`src/rtl/glb_host_loader.sv`:
```
// glb_host_loader: host-side job sequencer for the accelerator.
// A job descriptor (load region, dump region) is taken on cfg_valid/cfg_ready.
// The sequencer then streams load words from the in_* stream into the GLB
// write port, pulses acc_start, waits for acc_done, and streams the opsum
// region back out of the GLB read port onto the out_* stream.
//
// Ports:
//   clk, rst                 clock, synchronous active-high reset
//   cfg_valid/cfg_ready      descriptor handshake
//   load_base, load_words    load region (byte address, word count)
//   dump_base, dump_words    dump region (byte address, word count)
//   in_valid/in_ready/in_data          host load stream
//   acc_start, acc_done      accelerator start pulse / done level
//   glb_we, glb_w_addr, glb_w_data     GLB write port (registered)
//   glb_re, glb_r_addr, glb_r_data     GLB read port (1-cycle read latency)
//   out_valid/out_ready/out_data/out_last   host dump stream
//   busy, job_done           status: not idle / end-of-job pulse
module glb_host_loader #(
  parameter int DATA_SIZE = 32,
  parameter int ADDR_BITS = 32,
  parameter int LEN_BITS  = 16
) (
  input  logic                 clk,
  input  logic                 rst,
  input  logic                 cfg_valid,
  output logic                 cfg_ready,
  input  logic [ADDR_BITS-1:0] load_base,
  input  logic [LEN_BITS-1:0]  load_words,
  input  logic [ADDR_BITS-1:0] dump_base,
  input  logic [LEN_BITS-1:0]  dump_words,
  input  logic                 in_valid,
  output logic                 in_ready,
  input  logic [DATA_SIZE-1:0] in_data,
  output logic                 acc_start,
  input  logic                 acc_done,
  output logic [3:0]           glb_we,
  output logic [ADDR_BITS-1:0] glb_w_addr,
  output logic [DATA_SIZE-1:0] glb_w_data,
  output logic [3:0]           glb_re,
  output logic [ADDR_BITS-1:0] glb_r_addr,
  input  logic [DATA_SIZE-1:0] glb_r_data,
  output logic                 out_valid,
  input  logic                 out_ready,
  output logic [DATA_SIZE-1:0] out_data,
  output logic                 out_last,
  output logic                 busy,
  output logic                 job_done
);

  typedef enum logic [2:0] {IDLE, LOAD, START, WAIT, DUMP} state_t;

  localparam logic [ADDR_BITS-1:0] WORD_STEP = ADDR_BITS'(4);

  state_t state, next_state;

  logic [ADDR_BITS-1:0] load_addr;
  logic [ADDR_BITS-1:0] rd_addr;
  logic [LEN_BITS-1:0]  load_words_q;
  logic [LEN_BITS-1:0]  dump_words_q;
  logic [LEN_BITS-1:0]  load_cnt;
  logic [LEN_BITS-1:0]  rd_cnt;
  logic [LEN_BITS-1:0]  pop_cnt;

  // rd_pend marks the cycle in which glb_r_data carries the word requested
  // by glb_re in the previous cycle.
  logic                 rd_pend;
  logic [DATA_SIZE-1:0] fifo_mem [2];
  logic                 wr_ptr;
  logic                 rd_ptr;
  logic [1:0]           fifo_cnt;
  logic [2:0]           occupancy;

  logic load_beat;
  logic load_last;
  logic rd_issue;
  logic pop;
  logic pop_last;

  assign cfg_ready = (state == IDLE);
  assign in_ready  = (state == LOAD);
  assign out_valid = (fifo_cnt != 2'd0);
  assign out_data  = fifo_mem[rd_ptr];
  assign out_last  = out_valid && (pop_cnt == dump_words_q - 1'b1);

  assign load_beat = in_ready && in_valid;
  assign load_last = load_beat && (load_cnt == load_words_q - 1'b1);

  // Occupancy counts queued words plus both stages of an outstanding read,
  // so the 2-entry FIFO can never overflow regardless of out_ready.
  assign occupancy = {1'b0, fifo_cnt} + {2'b00, glb_re[0]} + {2'b00, rd_pend};
  assign rd_issue  = (state == DUMP) && (rd_cnt != dump_words_q) && (occupancy < 3'd2);
  assign pop       = out_valid && out_ready;
  assign pop_last  = pop && out_last;

  always_ff @(posedge clk) begin
    if (rst) state <= IDLE;
    else     state <= next_state;
  end

  always_comb begin
    next_state = state;
    case (state)
      IDLE:  if (cfg_valid) next_state = (load_words == '0) ? START : LOAD;
      LOAD:  if (load_last) next_state = START;
      START: next_state = WAIT;
      WAIT:  if (acc_done) next_state = (dump_words_q == '0) ? IDLE : DUMP;
      DUMP:  if (pop_last) next_state = IDLE;
      default: next_state = IDLE;
    endcase
  end

  always_ff @(posedge clk) begin
    if (rst) begin
      load_addr    <= '0;
      rd_addr      <= '0;
      load_words_q <= '0;
      dump_words_q <= '0;
      load_cnt     <= '0;
      rd_cnt       <= '0;
      pop_cnt      <= '0;
      rd_pend      <= 1'b0;
      fifo_mem[0]  <= '0;
      fifo_mem[1]  <= '0;
      wr_ptr       <= 1'b0;
      rd_ptr       <= 1'b0;
      fifo_cnt     <= '0;
      acc_start    <= 1'b0;
      glb_we       <= '0;
      glb_w_addr   <= '0;
      glb_w_data   <= '0;
      glb_re       <= '0;
      glb_r_addr   <= '0;
      busy         <= 1'b0;
      job_done     <= 1'b0;
    end else begin
      if (state == IDLE && cfg_valid) begin
        load_addr    <= {load_base[ADDR_BITS-1:2], 2'b00};
        rd_addr      <= {dump_base[ADDR_BITS-1:2], 2'b00};
        load_words_q <= load_words;
        dump_words_q <= dump_words;
        load_cnt     <= '0;
        rd_cnt       <= '0;
        pop_cnt      <= '0;
      end

      glb_we <= load_beat ? 4'hF : 4'h0;
      if (load_beat) begin
        glb_w_addr <= load_addr;
        glb_w_data <= in_data;
        load_addr  <= load_addr + WORD_STEP;
        load_cnt   <= load_cnt + 1'b1;
      end

      acc_start <= (state == START);

      glb_re <= rd_issue ? 4'hF : 4'h0;
      if (rd_issue) begin
        glb_r_addr <= rd_addr;
        rd_addr    <= rd_addr + WORD_STEP;
        rd_cnt     <= rd_cnt + 1'b1;
      end

      rd_pend <= glb_re[0];
      if (rd_pend) begin
        fifo_mem[wr_ptr] <= glb_r_data;
        wr_ptr           <= ~wr_ptr;
      end
      if (pop) begin
        rd_ptr  <= ~rd_ptr;
        pop_cnt <= pop_cnt + 1'b1;
      end
      case ({rd_pend, pop})
        2'b10:   fifo_cnt <= fifo_cnt + 2'd1;
        2'b01:   fifo_cnt <= fifo_cnt - 2'd1;
        default: fifo_cnt <= fifo_cnt;
      endcase

      busy     <= (next_state != IDLE);
      job_done <= (state != IDLE) && (next_state == IDLE);
    end
  end

endmodule

```
`config.mk`:
```
export PLATFORM = sky130hd
export DESIGN_NAME = glb_host_loader
export DESIGN_NICKNAME = d
export VERILOG_FILES = /design/src/rtl/glb_host_loader.sv
export SDC_FILE = /design/constraint.sdc
export NUM_CORES = 1
export LEC_CHECK = 0
export CORE_MARGIN = 1.5
export CORE_UTILIZATION = 47
export CTS_CLUSTER_DIAMETER = 200
export DETAILED_ROUTE_END_ITERATION = 8
export PLACE_DENSITY = 0.78
export SETUP_SLACK_MARGIN = 0.2
export SKIP_CTS_REPAIR_TIMING = 1
export SYNTH_ARGS = -nofsm -noshare
export SYNTH_HDL_FRONTEND = slang
export SYNTH_SLANG_ARGS = --single-unit
```
`constraint.sdc`:
```
create_clock -name clk -period 3.05 [get_ports clk]
set_clock_uncertainty 0.1 [all_clocks]
set_input_delay 0.915 -clock clk [delete_from_list [all_inputs] [get_ports clk]]
set_output_delay 0.915 -clock clk [all_outputs]
set_load 0.05 [all_outputs]
```
After elaboration in Yosys (flattened, before gate mapping)

Memory sizes are Yosys's and may differ from the RTL's. A register that Yosys moved wholly into a read port is not among the register bits.
Cells that the tools add are included.

Div/mod/pow operators: 0
Equal/unequal tests: 9
Multiply operators: 0
Shift operators: 0
Bitwise operators: 2
Mux-type cells: 28
Reduce and logical (&&, ||, !) cells: 21
$lt $le $gt $ge: 1
$add $sub $neg: 11

Operators with widths:

| operator                                            | number |
|---|---|
| 2-to-1 mux 32 bit                                   | 5 |
| adder 32 x 3 -> 32 bit, second input constant       | 2 |
| 2-to-1 mux 16 bit                                   | 4 |
| adder 16 x 1 -> 16 bit, second input constant       | 3 |
| equality test 16 bit                                | 2 |
| logical NOT 16 bit                                  | 2 |
| OR reduction 32 bit                                 | 1 |
| subtractor 16 x 1 -> 16 bit, second input constant  | 2 |
| != test 16 bit                                      | 1 |
| 2-to-1 mux 3 bit                                    | 5 |
| case mux 3 bit (5 select lines)                     | 1 |
| nonzero test 2 bit                                  | 5 |
| logical AND 1 bit                                   | 9 |
| 2-to-1 mux 1 bit                                    | 9 |
| 2-to-1 mux 4 bit                                    | 2 |
| equality test 3 x 2 -> 1 bit, second input constant | 2 |
| logical NOT 3 bit                                   | 2 |
| nonzero test 3 bit                                  | 2 |
| case mux 2 bit (2 select lines)                     | 1 |
| adder 2 x 1 -> 3 bit                                | 1 |
| adder 3 x 1 -> 3 bit                                | 1 |
| equality test 3 x 1 -> 1 bit, second input constant | 1 |
| equality test 3 bit, second input constant          | 1 |
| < comparator 3 x 2 -> 1 bit, second input constant  | 1 |
| 6 further kinds                                     | 7 |

Memory bits (writable): 64
Input port bits: 166
Output and inout bits: 143
Latch bits: 0
Memories kept: 1
Flip-flop bits (word level): 259
Bits in read-only memories: 0

Memory list:

| memory   | words | width | rd ports | clocked after Yosys merged registers in | write ports | RTL line | RTL |
|---|---|---|---|---|---|---|---|
| fifo_mem | 2     | 32    | 1        | 1                                       | 2           | 67       | `logic [DATA_SIZE-1:0] fifo_mem [2];` |

Depth between registers and ports, before layout

Gate-level depths: netlist of run 1.

Depth after elaboration: 8
Depth in mapped cells: 10

Least setup slack after synthesis of run 1

No wires, ideal clock.

Path kind: flip-flop to output port
From: register dump_words_q[2]
To: output port out_last
Arrival time: 3061 ps
Data required time: 2035 ps
Setup slack: -1026 ps
Buffers on the path: 1
Cell stages (with the launch flop): 8
Cells stage by stage: dfxtp_1 > or4_1 > or2_1 > clkbuf_1 > or4_1 > nand2_1 > nand4_1 > nor3_1

Cells in the longest elaborated chain, start to end: 3

Ends and longest elaborated chain:

| item                        | RTL line | RTL |
|---|---|---|
| start: declaration          | 59       | `logic [LEN_BITS-1:0] dump_words_q;` |
| start signal: assignment    | 140      | `dump_words_q <= dump_words;` |
| subtractor 16 x 1 -> 16 bit | 83       | `assign out_last = out_valid && (pop_cnt == dump_words_q - 1'b1);` |
| equality test 16 bit        | 83       |  |
| logical AND 1 bit           | 83       |  |
| end: declaration            | 45       | `output logic out_last,` |

No other way between the ends.

Final worst setup path of run 1

From: register dump_words_q[3]
To: output port out_last

The elaborated chain is that of the path after synthesis.

==> results of run 1 <==
## cell type report
cell class	count	area, sq um
Fill cell	2474	10900
Multi-Input combinational cell	1259	7210
Sequential cell	310	6860
Timing Repair Buffer	374	3740
Clock buffer	53	1040
Tap cell	396	495
Clock inverter	9	119
Inverter	26	97.6
Antenna cell	4	10.0
## worst reg2reg max path, stage by stage, from the launching register on
cell and delay, ns:
sky130_fd_sc_hd__dfxtp_4 0.36, sky130_fd_sc_hd__inv_2 0.06, sky130_fd_sc_hd__ha_4 0.15, sky130_fd_sc_hd__or4b_4 0.47
sky130_fd_sc_hd__or4b_4 0.55, sky130_fd_sc_hd__or4b_1 0.48, sky130_fd_sc_hd__o211a_1 0.13, sky130_fd_sc_hd__o22ai_2 0.20
sky130_fd_sc_hd__a31o_2 0.19, sky130_fd_sc_hd__a21oi_2 0.05
## cell families after synthesis
family | Yosys count
and+or+nand+nor | 772
AOI/OAI and AO/OA | 355
DFF | 310
buffers and inverters | 149
xor gates and xnor gates | 66
muxes | 53
adders and majority gates | 9
other | 1
## state kept, by name, indices dropped and copies added (netlist names), named ones only
signal and flops:
acc_start 1, busy 1, dump_words_q 16, fifo_cnt 2, fifo_mem 64, glb_r_addr 30, glb_re 1, glb_w_addr 30
glb_w_data 32, glb_we 1, job_done 1, load_addr 30, load_cnt 16, load_words_q 16, pop_cnt 16, rd_addr 30
rd_cnt 16, rd_pend 1, rd_ptr 1, state 3, wr_ptr 1
## power groups by stage
| stage | combinational [mW] | clock, mW | sequential (mW) |
|---|---|---|---|
| after floorplan | 0.658 | 0 | 4.58 |
| after global placement | 1.26 | 0 | 4.51 |
| after detailed placement | 1.29 | 0 | 4.52 |
| after CTS | 1.29 | 4.32 | 4.43 |
| after global routing | 1.41 | 4.50 | 4.45 |
| final | 1.32 | 4.25 | 4.44 |
## cells in the final DEF (no fill, tap or decap), types with 20 or more instances in the layout
| master | n |
|---|---|
| sky130_fd_sc_hd__a21oi_1 | 214 |
| sky130_fd_sc_hd__a31oi_1 | 21 |
| sky130_fd_sc_hd__and2_1 | 67 |
| sky130_fd_sc_hd__and3_1 | 20 |
| sky130_fd_sc_hd__buf_4 | 87 |
| sky130_fd_sc_hd__clkbuf_16 | 37 |
| sky130_fd_sc_hd__clkdlybuf4s50_1 | 259 |
| sky130_fd_sc_hd__dfxtp_1 | 242 |
| sky130_fd_sc_hd__edfxtp_1 | 64 |
| sky130_fd_sc_hd__inv_1 | 23 |
| sky130_fd_sc_hd__mux2_2 | 45 |
| sky130_fd_sc_hd__nand2_1 | 345 |
| sky130_fd_sc_hd__nand3_1 | 54 |
| sky130_fd_sc_hd__nand4_1 | 25 |
| sky130_fd_sc_hd__nor2_1 | 103 |
| sky130_fd_sc_hd__nor3_1 | 41 |
| sky130_fd_sc_hd__o211ai_1 | 21 |
| sky130_fd_sc_hd__o21ai_0 | 31 |
| sky130_fd_sc_hd__xnor2_1 | 25 |
| sky130_fd_sc_hd__xor2_1 | 41 |
## per-layer routing
layer	routed length, um	global-route usage	share of wire
met4	944	0.0851	0.023
met5	24	0	0.00059
met3	3780	0.0804	0.092
met1	16300	0.289	0.40
met2	19800	0.424	0.48
## worst paths after layout
kind / startpoint / end / slack (ns) / depth (start not counted)
max: dump_words_q[3] / out_last / -0.77 / 8
max reg2reg: load_words_q[0] / state[0] / 0.18 / 9
min reg2reg: glb_w_data[31] / glb_w_data[31] / 0.35 / 2
min: glb_w_data[31] / glb_w_data[31] / 0.35 / 2
## metrics by stage
step / total power [mW] / worst slack, ns / instances
after detailed placement: 5.81 / -0.322 / 2363
after global placement: 5.77 / -0.260 / 2363
after global routing: 10.4 / -0.897 / 2430
after CTS: 10.0 / -0.859 / 2425
after floorplan: 5.24 / -0.325 / 1718
final: 10.0 / -0.767 / 2431
==> impl_metrics.yaml, run 1 <==
power:
  switching_pwr_mw: 2.50
  sw_frac_of_total: 0.250
  irDropWorstVdd_uv: 458
  pwr_density_cell_nw_per_um2: 511
  power.leakage_nw: 7.17
  share_seq_of_total_power: 0.444
  power_frac_comb: 0.132
  power.internal_mw: 7.51
  clock_power_share: 0.425
die:
  die-width_um: 179
  start_util: 0.476
  area_of_the_core_region_sq_um: 30500
  dieArea_sq_um: 31900
  ios: 309
  placement_rows: 64
  die-height_um: 179
cells_and_area:
  syn_to_final_growth_pct: 34.8
  num-nets-final: 2181
  finish.instance_area_sq_um: 19600
  layout-drive-gt1-share: 0.122
  finalCoreUtilization: 0.641
synthesis:
  synth_area_per_cell_sq_um: 8.46
  synth_top_cell_by_area: "sky130_fd_sc_hd__dfxtp_1"
  synth_enable_flop_cells: 64
  synth_top_family_by_area: "simple AND/OR/NAND/NOR gates"
  netlist_top_cells_area: "sky130_fd_sc_hd__dfxtp_1, sky130_fd_sc_hd__edfxtp_1, sky130_fd_sc_hd__nand2_1"
  share_of_synthesized_cell_area_in_full_adder_half_adder_and_majority_cells: 0.00776
  synth_top_cell_area_share: 0.339
  yosys.cell_types.count: 68
  syn-instance-count: 1715
  post_synth_and_or_nand_nor_area_fraction: 0.254
  synth.area.mux_share: 0.0404
  synth-seq-cells: 310
  synth_area_in_compound_gates: 0.144
  mappedNetlistArea_sq_um: 14500
  postSynth.topFlopCell: "sky130_fd_sc_hd__dfxtp_1"
  synth_top_cells_by_count: "sky130_fd_sc_hd__nand2_1, sky130_fd_sc_hd__dfxtp_1, sky130_fd_sc_hd__a21oi_1"
  ys_warn_count: 0
  seq_area_frac_synth: 0.472
  synth_most_common_cell: "sky130_fd_sc_hd__nand2_1"
  postSynth.asyncResetShare: 0
  synthXorXnorAreaFrac: 0.0398
timing:
  setup_repair_after_global_routing_missed_its_margin: "yes"
  final_critical_path_setup_slack_ns: -0.767
  final_period_minus_worst_setup_slack_ns: 3.82
  max-slew-margin-rel: 0.381
  max_slew.worst_pin.slew_ns: 0.928
  fin_crit_sh: 1.25
  final_setup_viols: 1
  whs_ns: 0.353
  max_freq_mhz: 262
  hold_viol: 0
  total_count_of_max_transition_violations_in_the_final_report: 0
  finalSetupTns_ns: -0.767
setup_path:
  setup.worst_path.class: "reg2out"
  end_kind: "output port"
  critical_path.max_stage_delay_ns: 0.55
  crit_family: "simple AND/OR/NAND/NOR gates"
  crit_path_max_fanout: 3
  critical_path.n_buffers_inverters: 1
  crit_arrival_ns: 2.80
  worstSetupStartpointType: "flip-flop"
  timing.critical_path.required_ns: 2.03
  path_cells: "or4_4, nor2_1, xnor2_1, or4_1, nor2_1, nand3_1, nor3_4, buf_12"
  cell_seen_most_often_among_critical_path_stages: "sky130_fd_sc_hd__nor2_1"
  slowest_stage: "sky130_fd_sc_hd__or4_4"
detailed_routing:
  dr.pass1.iters: 5
  detailroute.via_count: 13450
  per_cell_via_count_in_the_routed_design: 5.53
  route.antenna.remaining_nets: 0
  detailedRoute.firstIterationViolations: 953
  remaining_drc_errors: 0
  wl_per_cell_um: 16.8
  route.final.wire_length_um: 40900
place:
  placed_area_sq_um: 18300
  portBuffers: 300
  hpwl_detailed_um: 28100
  routabilityCongestion: 0.849
clock_network:
  insertion_delay_ns: 0.51
  cts_htree_levels: 2
  cts_max_path_buffers: 3
  number_of_clock_buffers_inserted_by_tritoncts: 35
  cts.clk_slew.worst_paths_ns: 0.06
  clock-sinks: 310
  cts_root_buf: "sky130_fd_sc_hd__clkbuf_16"
  cts_tree: "built"
flow_run:
  drv_cap: 0
run_status:
  outcome: "finished with violations"
  failing_checks: "setup timing"
global_routing:
  grt_util_all_layers: 0.247
  initial_antenna_violation_count: 6
  wire_length_of_the_first_global_routing_pass_um: 63700
  grt-ovfl-total: 0
  via_count_of_the_first_global_routing_pass: 12963
  grt_max_degree: 193
min_path:
  hold_crit_class: "reg2reg"
Note: power is estimated with default switching activity, not from simulation.
==> run 2, diff against run 1 <==
--- a/config.mk
+++ b/config.mk
@@ -5,11 +5,12 @@
 export SDC_FILE = /design/constraint.sdc
 export NUM_CORES = 1
 export LEC_CHECK = 0
-export CORE_MARGIN = 1.5
+export CORE_MARGIN = 2
 export CORE_UTILIZATION = 47
 export CTS_CLUSTER_DIAMETER = 200
 export DETAILED_ROUTE_END_ITERATION = 8
 export PLACE_DENSITY = 0.78
+export RECOVER_POWER = 100
 export SETUP_SLACK_MARGIN = 0.2
 export SKIP_CTS_REPAIR_TIMING = 1
 export SYNTH_ARGS = -nofsm -noshare
==> run 2 against run 1 <==
Compared with the run above: the run still ends with setup timing left; maximum frequency decreased by 0.64%; global-route usage up 0.10 points; sequential share of layout area grew 0.38 points; wire length is 1.3% higher; die area increased by 1.1%; setup slack worse by 0.024 ns; power down 2.0%; combinational power is essentially flat.
==> impl_metrics.yaml, run 2 (synthesis results as in run 1) <==
clock_network:
  cts_max_path_buffers: 3
  cts_htree_levels: 2
  cts_tree: "built"
  clock-sinks: 310
  number_of_clock_buffers_inserted_by_tritoncts: 35
  cts.clk_slew.worst_paths_ns: 0.06
  insertion_delay_ns: 0.51
  cts_root_buf: "sky130_fd_sc_hd__clkbuf_16"
global_routing:
  wire_length_of_the_first_global_routing_pass_um: 67200
  grt-ovfl-total: 0
  gr-usage-met1: 0.292
  groute.layer.met3.usage: 0.0679
  initial_antenna_violation_count: 4
  grt_use_met2: 0.438
  global_route_hottest_layer: "met2"
  grt_util_all_layers: 0.248
  via_count_of_the_first_global_routing_pass: 13619
  grt_max_degree: 117
detailed_routing:
  dr.pass1.iters: 5
  remaining_drc_errors: 0
  route.final.wire_length_um: 41500
  route.antenna.remaining_nets: 0
  per_cell_via_count_in_the_routed_design: 5.61
  detailroute.via_count: 13635
  wl_per_cell_um: 17.1
  detailedRoute.firstIterationViolations: 933
die:
  die-height_um: 180
  placement_rows: 64
  ios: 309
  area_of_the_core_region_sq_um: 30500
  die-width_um: 180
  start_util: 0.476
  dieArea_sq_um: 32300
timing:
  fin_crit_sh: 1.26
  total_count_of_max_transition_violations_in_the_final_report: 0
  whs_ns: 0.350
  setup_repair_after_global_routing_missed_its_margin: "yes"
  hold_viol: 0
  max_freq_mhz: 260
  final_setup_viols: 37
  final_period_minus_worst_setup_slack_ns: 3.84
  max_slew.worst_pin.slew_ns: 1.34
  final_critical_path_setup_slack_ns: -0.792
  max-slew-margin-rel: 0.106
  finalSetupTns_ns: -9.03
place:
  placed_area_sq_um: 18300
  portBuffers: 300
  routabilityCongestion: 0.877
  dp_cells: 2362
  hpwl_detailed_um: 28800
  pre_cts_ws_ns: -0.340
cells_and_area:
  finalCoreUtilization: 0.635
  regMostFlops: "fifo_mem"
  post_layout_nonfiller_instances: 2432
  layout.cells.most_common_list: "sky130_fd_sc_hd__nand2_1, sky130_fd_sc_hd__dfxtp_1, sky130_fd_sc_hd__a21oi_1, sky130_fd_sc_hd__clkdlybuf4s50_1, sky130_fd_sc_hd__nor2_1"
  finish.instance_area_sq_um: 19400
  syn_to_final_growth_pct: 33.5
  reg.largest.list: "fifo_mem x64, glb_w_data x32"
  footprint_of_the_multi_input_gates_sq_um: 7230
  layout-drive-gt1-share: 0.125
  layout.area.seq_sq_um: 6860
  num-fill-cells: 2535
  most_common_library_cell_in_the_layout_ignoring_fill_and_taps: "sky130_fd_sc_hd__nand2_1"
  largest_register_ffs: 64
  num-nets-final: 2183
setup_path:
  worst_r2r_startpoint: "state[1]"
  setup.worst_path.class: "reg2out"
  rr_endpoint: "pop_cnt[8]"
  critPathLaunch: "dump_words_q[2]"
  crit_path_max_fanout: 7
  crit_arrival_ns: 2.83
  timing.critical_path.required_ns: 2.03
  setup.reg_to_reg.worst_slack_ns: 0.01
  end_kind: "output port"
  worstRegToRegCells: 7
  worstSetupStartpointType: "flip-flop"
power:
  power.leakage_nw: 7.29
  pwr_density_cell_nw_per_um2: 506
  irDropWorstVdd_uv: 623
  total_power_mw: 9.80
run_status:
  failing_checks: "setup timing"
  outcome: "finished with violations"
min_path:
  hold_crit_class: "reg2reg"
  min_path_cells: 2
  timing.hold.worst_endpoint: "glb_w_addr[13]"
  hold_start: "glb_w_addr[13]"
flow_run:
  drv_cap: 0
[run 2: cell types whose count changed in the layout (fill, tap and decap cells not counted), sizes merged]
cell           delta
diode             -2
clkdlybuf4s50    -92
clkinvlp          -1
buf              -12
clkinv           +11
dlymetal6s2s      -6
dlygate4sd3      +92
clkbuf           +13
bufinv            -2
[run 2: power breakdown]
part	switching [mW]	internal, mW	leakage (nW)
clock	1.69	2.36	0.552
sequential	0.121	4.32	2.66
combinational	0.733	0.575	4.07
[run 2: cell type report]
cell class | count | area share
multi-input cells | 1259 | 0.373
flip-flops and latches | 310 | 0.354
repair buffers | 376 | 0.185
clock buffers | 46 | 0.0506
well taps | 396 | 0.0256
clock inverters | 17 | 0.00640
inverters | 26 | 0.00504
diodes | 2 | 0.000258
[run 2: worst max-delay path by stage]
stage,end
after floorplan,out_last
after global placement,out_last
after detailed placement,out_last
after CTS,out_last
after global routing,out_last
final,out_last
[run 2: worst max-delay path: stages, from the launching register on]
cell                      delay [ns]
sky130_fd_sc_hd__dfxtp_2        0.32
sky130_fd_sc_hd__or4_4          0.55
sky130_fd_sc_hd__or2_4          0.31
sky130_fd_sc_hd__or4_4          0.44
sky130_fd_sc_hd__nand2_2        0.10
sky130_fd_sc_hd__nand4_1        0.14
sky130_fd_sc_hd__nor3_4         0.28
sky130_fd_sc_hd__buf_12         0.17
[run 2: routing by layer]
layer / vias to the layer above / share of wire
met3: 100 / 0.081
met2: 481 / 0.49
met4: 4 / 0.028
met1: 6476 / 0.40
li1: 6574 / -
met5: - / 0.00058
==> run 3, diff against run 2 <==
--- a/config.mk
+++ b/config.mk
@@ -5,7 +5,6 @@
 export SDC_FILE = /design/constraint.sdc
 export NUM_CORES = 1
 export LEC_CHECK = 0
-export CORE_MARGIN = 2
 export CORE_UTILIZATION = 47
 export CTS_CLUSTER_DIAMETER = 200
 export DETAILED_ROUTE_END_ITERATION = 8
==> run 3 against run 2 <==
Compared with the run above: the flow still finishes with violations (setup timing); cell count down 0.58%; core utilization up 0.47 points; power down 1.1%; critical path depth unchanged; sequential power about the same; clock power down 2%; sequential share of layout area up 0.27 points; setup slack better by 0.069 ns; combinational power about the same; wire length down 0.37%; clock-buffer cell count up 5; non-clock buffer count down 3; critical endpoint unchanged; largest cell class unchanged.
==> impl_metrics.yaml, run 3 (synthesis results as in run 1) <==
setup_path:
  crit_arrival_ns: 2.76
  worst_r2r_startpoint: "state[1]"
  critPathLaunch: "dump_words_q[3]"
  end_kind: "output port"
  critical_path.max_stage_delay_ns: 0.55
  setup.worst_path.class: "reg2out"
  slowest_stage: "sky130_fd_sc_hd__or4_4"
  timing.critical_path.required_ns: 2.03
  path_cells: "or4_4, or2_4, nor4_4, mux2i_1, nand4_1, nor3_4, buf_12"
  rr_endpoint: "rd_addr[29]"
  crit_path_max_fanout: 7
  worstRegToRegCells: 10
  setup.reg_to_reg.worst_slack_ns: -0.20
  worstSetupStartpointType: "flip-flop"
detailed_routing:
  dr.pass1.iters: 5
  per_cell_via_count_in_the_routed_design: 5.56
  remaining_drc_errors: 0
  wl_per_cell_um: 17.1
  route.antenna.remaining_nets: 0
  route.final.wire_length_um: 41300
  detailedRoute.firstIterationViolations: 948
  detailroute.via_count: 13449
cells_and_area:
  syn_to_final_growth_pct: 32.4
  largest_register_ffs: 64
  regMostFlops: "fifo_mem"
  layout.cells.most_common_list: "sky130_fd_sc_hd__nand2_1, sky130_fd_sc_hd__dfxtp_1, sky130_fd_sc_hd__a21oi_1, sky130_fd_sc_hd__clkdlybuf4s50_1"
  reg.largest.list: "fifo_mem x64, glb_w_data x32"
  num-fill-cells: 2541
  antenna_cells: 0
  num-nets-final: 2180
  layout-drive-gt1-share: 0.112
  most_common_library_cell_in_the_layout_ignoring_fill_and_taps: "sky130_fd_sc_hd__nand2_1"
min_path:
  min_path_cells: 2
  hold_start: "glb_w_data[29]"
  hold_crit_class: "reg2reg"
  timing.hold.worst_endpoint: "glb_w_data[29]"
clock_network:
  insertion_delay_ns: 0.51
  number_of_clock_buffers_inserted_by_tritoncts: 35
  clock-sinks: 310
  cts_root_buf: "sky130_fd_sc_hd__clkbuf_16"
  cts_max_path_buffers: 3
  cts.clk_slew.worst_paths_ns: 0.06
  cts_htree_levels: 2
  cts_tree: "built"
place:
  portBuffers: 300
  hpwl_detailed_um: 28700
  routabilityCongestion: 0.855
timing:
  final_setup_viols: 50
  whs_ns: 0.348
  hold_viol: 0
  setup_repair_after_global_routing_missed_its_margin: "yes"
  max-slew-margin-rel: 0.0523
  fin_crit_sh: 1.24
  total_count_of_max_transition_violations_in_the_final_report: 0
  max_slew.worst_pin.slew_ns: 1.42
  max_freq_mhz: 265
  final_critical_path_setup_slack_ns: -0.723
  final_period_minus_worst_setup_slack_ns: 3.77
global_routing:
  initial_antenna_violation_count: 0
  grt_max_degree: 132
  wire_length_of_the_first_global_routing_pass_um: 64700
  grt-ovfl-total: 0
  via_count_of_the_first_global_routing_pass: 12924
  grt_util_all_layers: 0.254
die:
  placement_rows: 63
  dieArea_sq_um: 31600
  start_util: 0.483
  area_of_the_core_region_sq_um: 30000
  die-height_um: 178
  die-width_um: 178
  ios: 309
power:
  total_power_mw: 9.69
  irDropWorstVdd_uv: 419
  pwr_density_cell_nw_per_um2: 505
  power.leakage_nw: 7.24
flow_run:
  drv_cap: 0
run_status:
  outcome: "finished with violations"
  failing_checks: "setup timing"
-- run 3: cell types whose count changed in the layout (fill, tap and decap cells not counted), sizes merged --
cell	before	now
clkdlybuf4s50	167	158
clkinv	16	5
inv	25	28
clkbuf	67	93
diode	2	0
buf	95	72
dlymetal6s2s	1	0
dlygate4sd3	92	101
-- run 3: worst max-delay path, delay by kind of cell (launching register included) --
kind	cells	cell delay, ns
buf+inv	1	0.16
flops	1	0.33
mux	1	0.27
simple gates	5	1.50
-- run 3: power breakdown --
group,switching (mW),internal [mW],leakage [nW]
clock network,1.65,2.31,0.518
logic,0.729,0.562,4.06
registers,0.123,4.32,2.66
-- run 3: through the flow --
stage	setup WS (ns)	TNS, ns	instances	cell area, sq um	utilization
after floorplan	-0.325	-0.325	1718	14600	-
final	-0.723	-7.64	2418	19200	0.639
after CTS	-0.854	-0.940	2413	19300	0.642
after global routing	-0.797	-21.17	2418	19200	0.639
after global placement	-0.258	-0.271	2353	18200	0.607
after detailed placement	-0.314	-0.376	2353	18200	0.607
-- run 3: final cells by class --
cell class / count / area (sq um) / area share
Inverter: 26 / 97.6 / 0.00508
Timing Repair Buffer: 373 / 3520 / 0.183
Multi-Input combinational cell: 1259 / 7180 / 0.374
Clock inverter: 9 / 83.8 / 0.00437
Sequential cell: 310 / 6850 / 0.357
Clock buffer: 51 / 976 / 0.0508
Tap cell: 390 / 488 / 0.0254
-- run 3: per-layer routing --
layer	track usage	up-vias	wire length [um]
li1	-	6563	-
met1	0.300	6406	16800
met2	0.452	420	20300
met3	0.0666	60	3480
met4	0.0630	0	781
met5	0	-	0
-- run 3: worst max-delay path by stage --
stage | slack [ns] | end
6_report | -0.72 | out_last
5_1_grt | -0.80 | out_last
4_1_cts | -0.85 | out_last
3_5_place_dp | -0.31 | out_last
3_3_place_gp | -0.26 | out_last
2_1_floorplan | -0.32 | out_last
